`config.mk`:
```
export PLATFORM = sky130hd
export DESIGN_NAME = conv_mac_accumulator
export DESIGN_NICKNAME = d
export VERILOG_FILES = /design/src/rtl/conv_mac_accumulator.sv
export SDC_FILE = /design/constraint.sdc
export NUM_CORES = 1
export LEC_CHECK = 0
export ABC_AREA = 1
export BUFFER_PORTS_ARGS = -buffer_cell sky130_fd_sc_hd__buf_2
export CORE_MARGIN = 5
export CORE_UTILIZATION = 27
export CTS_BUF_LIST = sky130_fd_sc_hd__clkbuf_8 sky130_fd_sc_hd__clkbuf_16
export DETAILED_ROUTE_END_ITERATION = 10
export PLACE_DENSITY_LB_ADDON = 0.1
export REMOVE_ABC_BUFFERS = 1
export SKIP_LAST_GASP = 1
export SYNTH_ARGS = -nofsm -noshare
export SYNTH_HDL_FRONTEND = slang
export SYNTH_SLANG_ARGS = --single-unit
```
`constraint.sdc`:
```
create_clock -name clk -period 3.78 [get_ports clk]
set_input_delay 0.378 -clock clk [delete_from_list [all_inputs] [get_ports clk]]
set_output_delay 0.378 -clock clk [all_outputs]
set_load 0.01 [all_outputs]
```
`src/rtl/conv_mac_accumulator.sv`:
```
// Reduces nine 3x3-window products per beat through a two-stage adder tree and
// accumulates beat sums over num_ch channels into one saturated result per pixel.
module conv_mac_accumulator #(
    parameter int W_PROD = 16,
    parameter int W_ACC  = 24,
    parameter int W_CH   = 8
) (
    input  logic                  clk,
    input  logic                  rst_n,
    input  logic                  start,
    input  logic [W_CH-1:0]       num_ch,
    input  logic                  in_valid,
    output logic                  in_ready,
    input  logic [9*W_PROD-1:0]   prod,
    output logic                  out_valid,
    input  logic                  out_ready,
    output logic [W_ACC-1:0]      out_data,
    output logic                  sat,
    output logic                  busy
);

    typedef enum logic [1:0] {IDLE, ACCUM, DRAIN, OUT} state_t;

    localparam logic [W_CH-1:0]  ONE_CH  = W_CH'(1);
    localparam logic [W_ACC-1:0] ACC_MAX = {1'b0, {(W_ACC-1){1'b1}}};
    localparam logic [W_ACC-1:0] ACC_MIN = {1'b1, {(W_ACC-1){1'b0}}};

    state_t            state, state_next;
    logic [W_CH-1:0]   num_q;
    logic [W_CH-1:0]   cnt;
    logic [W_ACC-1:0]  ext [9];
    logic [W_ACC-1:0]  s1 [3];
    logic              s1_valid;
    logic [W_ACC-1:0]  s2;
    logic              s2_valid;
    logic [W_ACC-1:0]  acc;
    logic [W_ACC:0]    acc_sum;
    logic [W_ACC-1:0]  acc_clamped;
    logic              acc_ovf;
    logic              accept;
    logic              last_beat;
    logic              drain_done;

    for (genvar i = 0; i < 9; i++) begin : g_ext
        assign ext[i] = {{(W_ACC-W_PROD){prod[i*W_PROD+W_PROD-1]}}, prod[i*W_PROD +: W_PROD]};
    end

    assign in_ready   = (state == ACCUM) && (cnt < num_q);
    assign accept     = in_valid && in_ready;
    assign last_beat  = accept && ((cnt + ONE_CH) == num_q);
    assign drain_done = !s1_valid && !s2_valid;
    assign busy       = (state != IDLE);
    assign out_valid  = (state == OUT);

    // One extra bit catches overflow; the two top bits disagreeing means out of range.
    assign acc_sum     = {acc[W_ACC-1], acc} + {s2[W_ACC-1], s2};
    assign acc_ovf     = acc_sum[W_ACC] ^ acc_sum[W_ACC-1];
    assign acc_clamped = acc_ovf ? (acc_sum[W_ACC] ? ACC_MIN : ACC_MAX) : acc_sum[W_ACC-1:0];

    always_ff @(posedge clk) begin
        if (!rst_n) state <= IDLE;
        else        state <= state_next;
    end

    always_comb begin
        state_next = state;
        case (state)
            IDLE:    if (start)      state_next = ACCUM;
            ACCUM:   if (last_beat)  state_next = DRAIN;
            DRAIN:   if (drain_done) state_next = OUT;
            OUT:     if (out_ready)  state_next = IDLE;
            default:                 state_next = IDLE;
        endcase
    end

    always_ff @(posedge clk) begin
        if (!rst_n) begin
            num_q    <= '0;
            cnt      <= '0;
            s1[0]    <= '0;
            s1[1]    <= '0;
            s1[2]    <= '0;
            s1_valid <= 1'b0;
            s2       <= '0;
            s2_valid <= 1'b0;
            acc      <= '0;
            sat      <= 1'b0;
            out_data <= '0;
        end else begin
            s1_valid <= accept;
            if (accept) begin
                s1[0] <= ext[0] + ext[1] + ext[2];
                s1[1] <= ext[3] + ext[4] + ext[5];
                s1[2] <= ext[6] + ext[7] + ext[8];
            end
            s2_valid <= s1_valid;
            if (s1_valid) s2 <= s1[0] + s1[1] + s1[2];

            if (state == IDLE && start) begin
                num_q <= (num_ch == '0) ? ONE_CH : num_ch;
                cnt   <= '0;
                acc   <= '0;
                sat   <= 1'b0;
            end else begin
                if (accept) cnt <= cnt + ONE_CH;
                if (s2_valid) begin
                    acc <= acc_clamped;
                    if (acc_ovf) sat <= 1'b1;
                end
            end

            if (state == DRAIN && drain_done) out_data <= acc;
        end
    end

endmodule

```
==> metrics <==
top post-synthesis cells by area dfxtp_1, edfxtp_1, fa_1; core area 0.0432 mm^2; P&R area growth vs syn 18.8%; Routed WL 31700 um; status finished clean; Post-synth EDFFs 54; max cap viols 0; most common cell in the netlist nand2_1; Pint 0.00415 W; combinational group share of total power 44.4%; FF+latch count, synth 147; Required @ worst endpoint 4.08 ns; post-route ant nets 0; Antenna diodes 0; endpoint class of the critical path flip-flop; DIE WIDTH 219 um; CP arrival about 3.3 ns; port bufs 184; Ys Warns 0; syn_area_per_cell 7.74 um^2; max-slew violations 0; largest net degree at the start of global routing 55; CTS tree yes; max frequency 0.331 GHz; Netlist Area Pre-Place 0.0118 mm^2; Flop pwr share about 31%; final setup fails 0; Synth top cells by count nand2_1, inv_1, nor2_1, a21oi_1, o21ai_0; # placed instances 2276; Vias/cell 4.30; Hold Crit Class in2reg; Via Count 9927; total power ~0.007 W; Total GRT Usage 13.6%; Seq/Total Area, Yosys slightly below 30%; Pwr Density 497 mW/mm^2; hold endpoint num_q[0]; Die ar. 0.0479 mm^2; post-CTS setup buffers 0; Num Clock Sinks 147; die height 219 um; Worst-Skew Late Latency 0.43 ns; Top FF cell, synth dfxtp_1; cts repair resizes 0; # hold bufs at CTS 0; root buffer cell clkbuf_16; # IOs 185; Iter 0 DRT Violations 379; fin crit share 79.9%; Crit Reg-Reg Endpoint s2[23]; relative slew slack 61.0%; Worst R2R Start s1[0][1]; crit path kind reg2reg; switch share between 40 and 50%; Clock Power Share between 20% and 30%; setup_tns 0 ns; Yosys cell types 43; worst hold path depth 3; initial antenna violation count 0; Initial Util between 20% and 30%; CTS clk-pin slew, worst paths 0.06 ns; minimum clock period 3.02 ns; Leak 6.89 nW; vias in the first global route 10.2k; CP max FO 3; FF-to-FF setup slack approximately 0.76 ns; DP HPWL 26300 um; reg2reg path depth 14; worst-case clock buffer depth 2; htree depth 4; Nets 2042; final number of hold-violating endpoints 0; Cells after Synth 1523; DR DRC count 0; clock skew 0.0155 ns; first-pass GRT wire length 52700 um; fin cells 2308; Final Wtd Congestion a little over 0.8; Peak VDD IR approximately 0.32 mV; DRT Pass-1 Iters 4; Hold Startpoint num_ch[0]; actual slew at the worst max-slew pin 0.582 ns; hold_ws 0.202 ns; GRT Residual Overflow 0; ys async rst share 0%; CTS Buf Count 17; CP Launch Type flip-flop; post-synth top area share 15.8%; Switch Pwr 0.00281 W; Routed wire per std cell 13.7 um; Synth area leader dfxtp_1; cell row count 76; RSZ-0062 raised after global routing no; share of cells above drive strength 1 between 10% and 20%
==> worst max path at each step <==
stage               cells past startpoint  slack, ns      from   endpoint
floorplan                               8       0.48  num_q[7]   s1[0][0]
global placement                       11       0.67  prod[49]  s1[0][35]
detailed placement                     11       0.60  prod[49]  s1[0][35]
CTS                                    14       0.68  s1[0][1]     s2[23]
global route                           14       0.49  s1[0][1]     s2[23]
finish                                 14       0.76  s1[0][1]     s2[23]
==> critical path, cell delays in order (launching register included) <==
cell and delay [ns]:
edfxtp_1 0.39, fa_1 0.55, ha_1 0.17, inv_1 0.05, fa_1 0.40, inv_1 0.07
nand3_1 0.06, nand2_1 0.10, a21oi_1 0.11, o21ai_0 0.31, nand3_1 0.12, nand2_1 0.10
nand2_1 0.07, a21boi_0 0.32, nor2_1 0.08
==> registers in the layout, indices dropped and copies added (netlist names) <==
name	count
s1	54
acc	24
s2	24
s2_valid	1
s1_valid	1
sat	1
num_q	8
out_data	24
state	2
cnt	8
==> power by group through the flow <==
| stage | Clock (W) | Combinational [W] | Sequential, W |
|---|---|---|---|
| CTS | 0.00179 | 0.00317 | 0.00216 |
| global route | 0.00184 | 0.00363 | 0.00219 |
| global placement | 0 | 0.00315 | 0.00219 |
| detailed placement | 0 | 0.00315 | 0.00219 |
| finish | 0.00173 | 0.00309 | 0.00215 |
| floorplan | 0 | 0.00216 | 0.00217 |
==> metrics by stage <==
step           area, um^2  worst slack, ns  util [%]
2_1_floorplan       11600            0.481         -
3_3_place_gp        13400            0.673      31.1
3_5_place_dp        13400            0.605      31.1
4_1_cts             14000            0.681      32.4
5_1_grt             14000            0.485      32.4
6_report            14000            0.759      32.4
==> logic make-up after synthesis <==
family | synth area share [%]
XOR/XNOR | 3.49
AND/OR/NAND/NOR | 21.6
adder cells (fa/ha/maj) | 23.1
flip-flops | 29.6
buffers and inverters | 7.58
AO/OA/AOI/OAI | 14.7
==> cell usage in the layout, fill, tap and decap left out, types with 4 or more instances in the layout <==
master / instances
ha_1: 104
nand4_1: 11
nand2_2: 12
buf_4: 11
buf_2: 184
a21oi_1: 132
xor2_1: 35
nand2_1: 330
or2_2: 12
clkbuf_8: 4
a21boi_0: 7
dfxtp_1: 93
a31oi_1: 4
o21ai_1: 5
o21bai_1: 9
nor2_1: 164
a21o_1: 7
xnor2_1: 12
edfxtp_1: 54
a21oi_2: 22
fa_1: 71
clkbuf_16: 18
o21ai_0: 110
nor3_1: 9
nand3_1: 66
inv_1: 199
==> per-layer routing <==
metal	GRT usage, %	wire [um]	share of wire, %
met5	0	0	0
met4	2.39	243	0.77
met3	1.86	852	2.7
met2	23.4	15100	48
met1	18.4	15400	49
==> cell type report <==
type / count / area (um^2)
Fill cell: 4709 / 29200
Multi-Input combinational cell: 1147 / 7410
Sequential cell: 147 / 3480
Timing Repair Buffer: 196 / 1020
Inverter: 201 / 754
Tap cell: 585 / 732
Clock buffer: 22 / 505
Clock inverter: 10 / 92.6
Power figures use the tool's default switching activity.
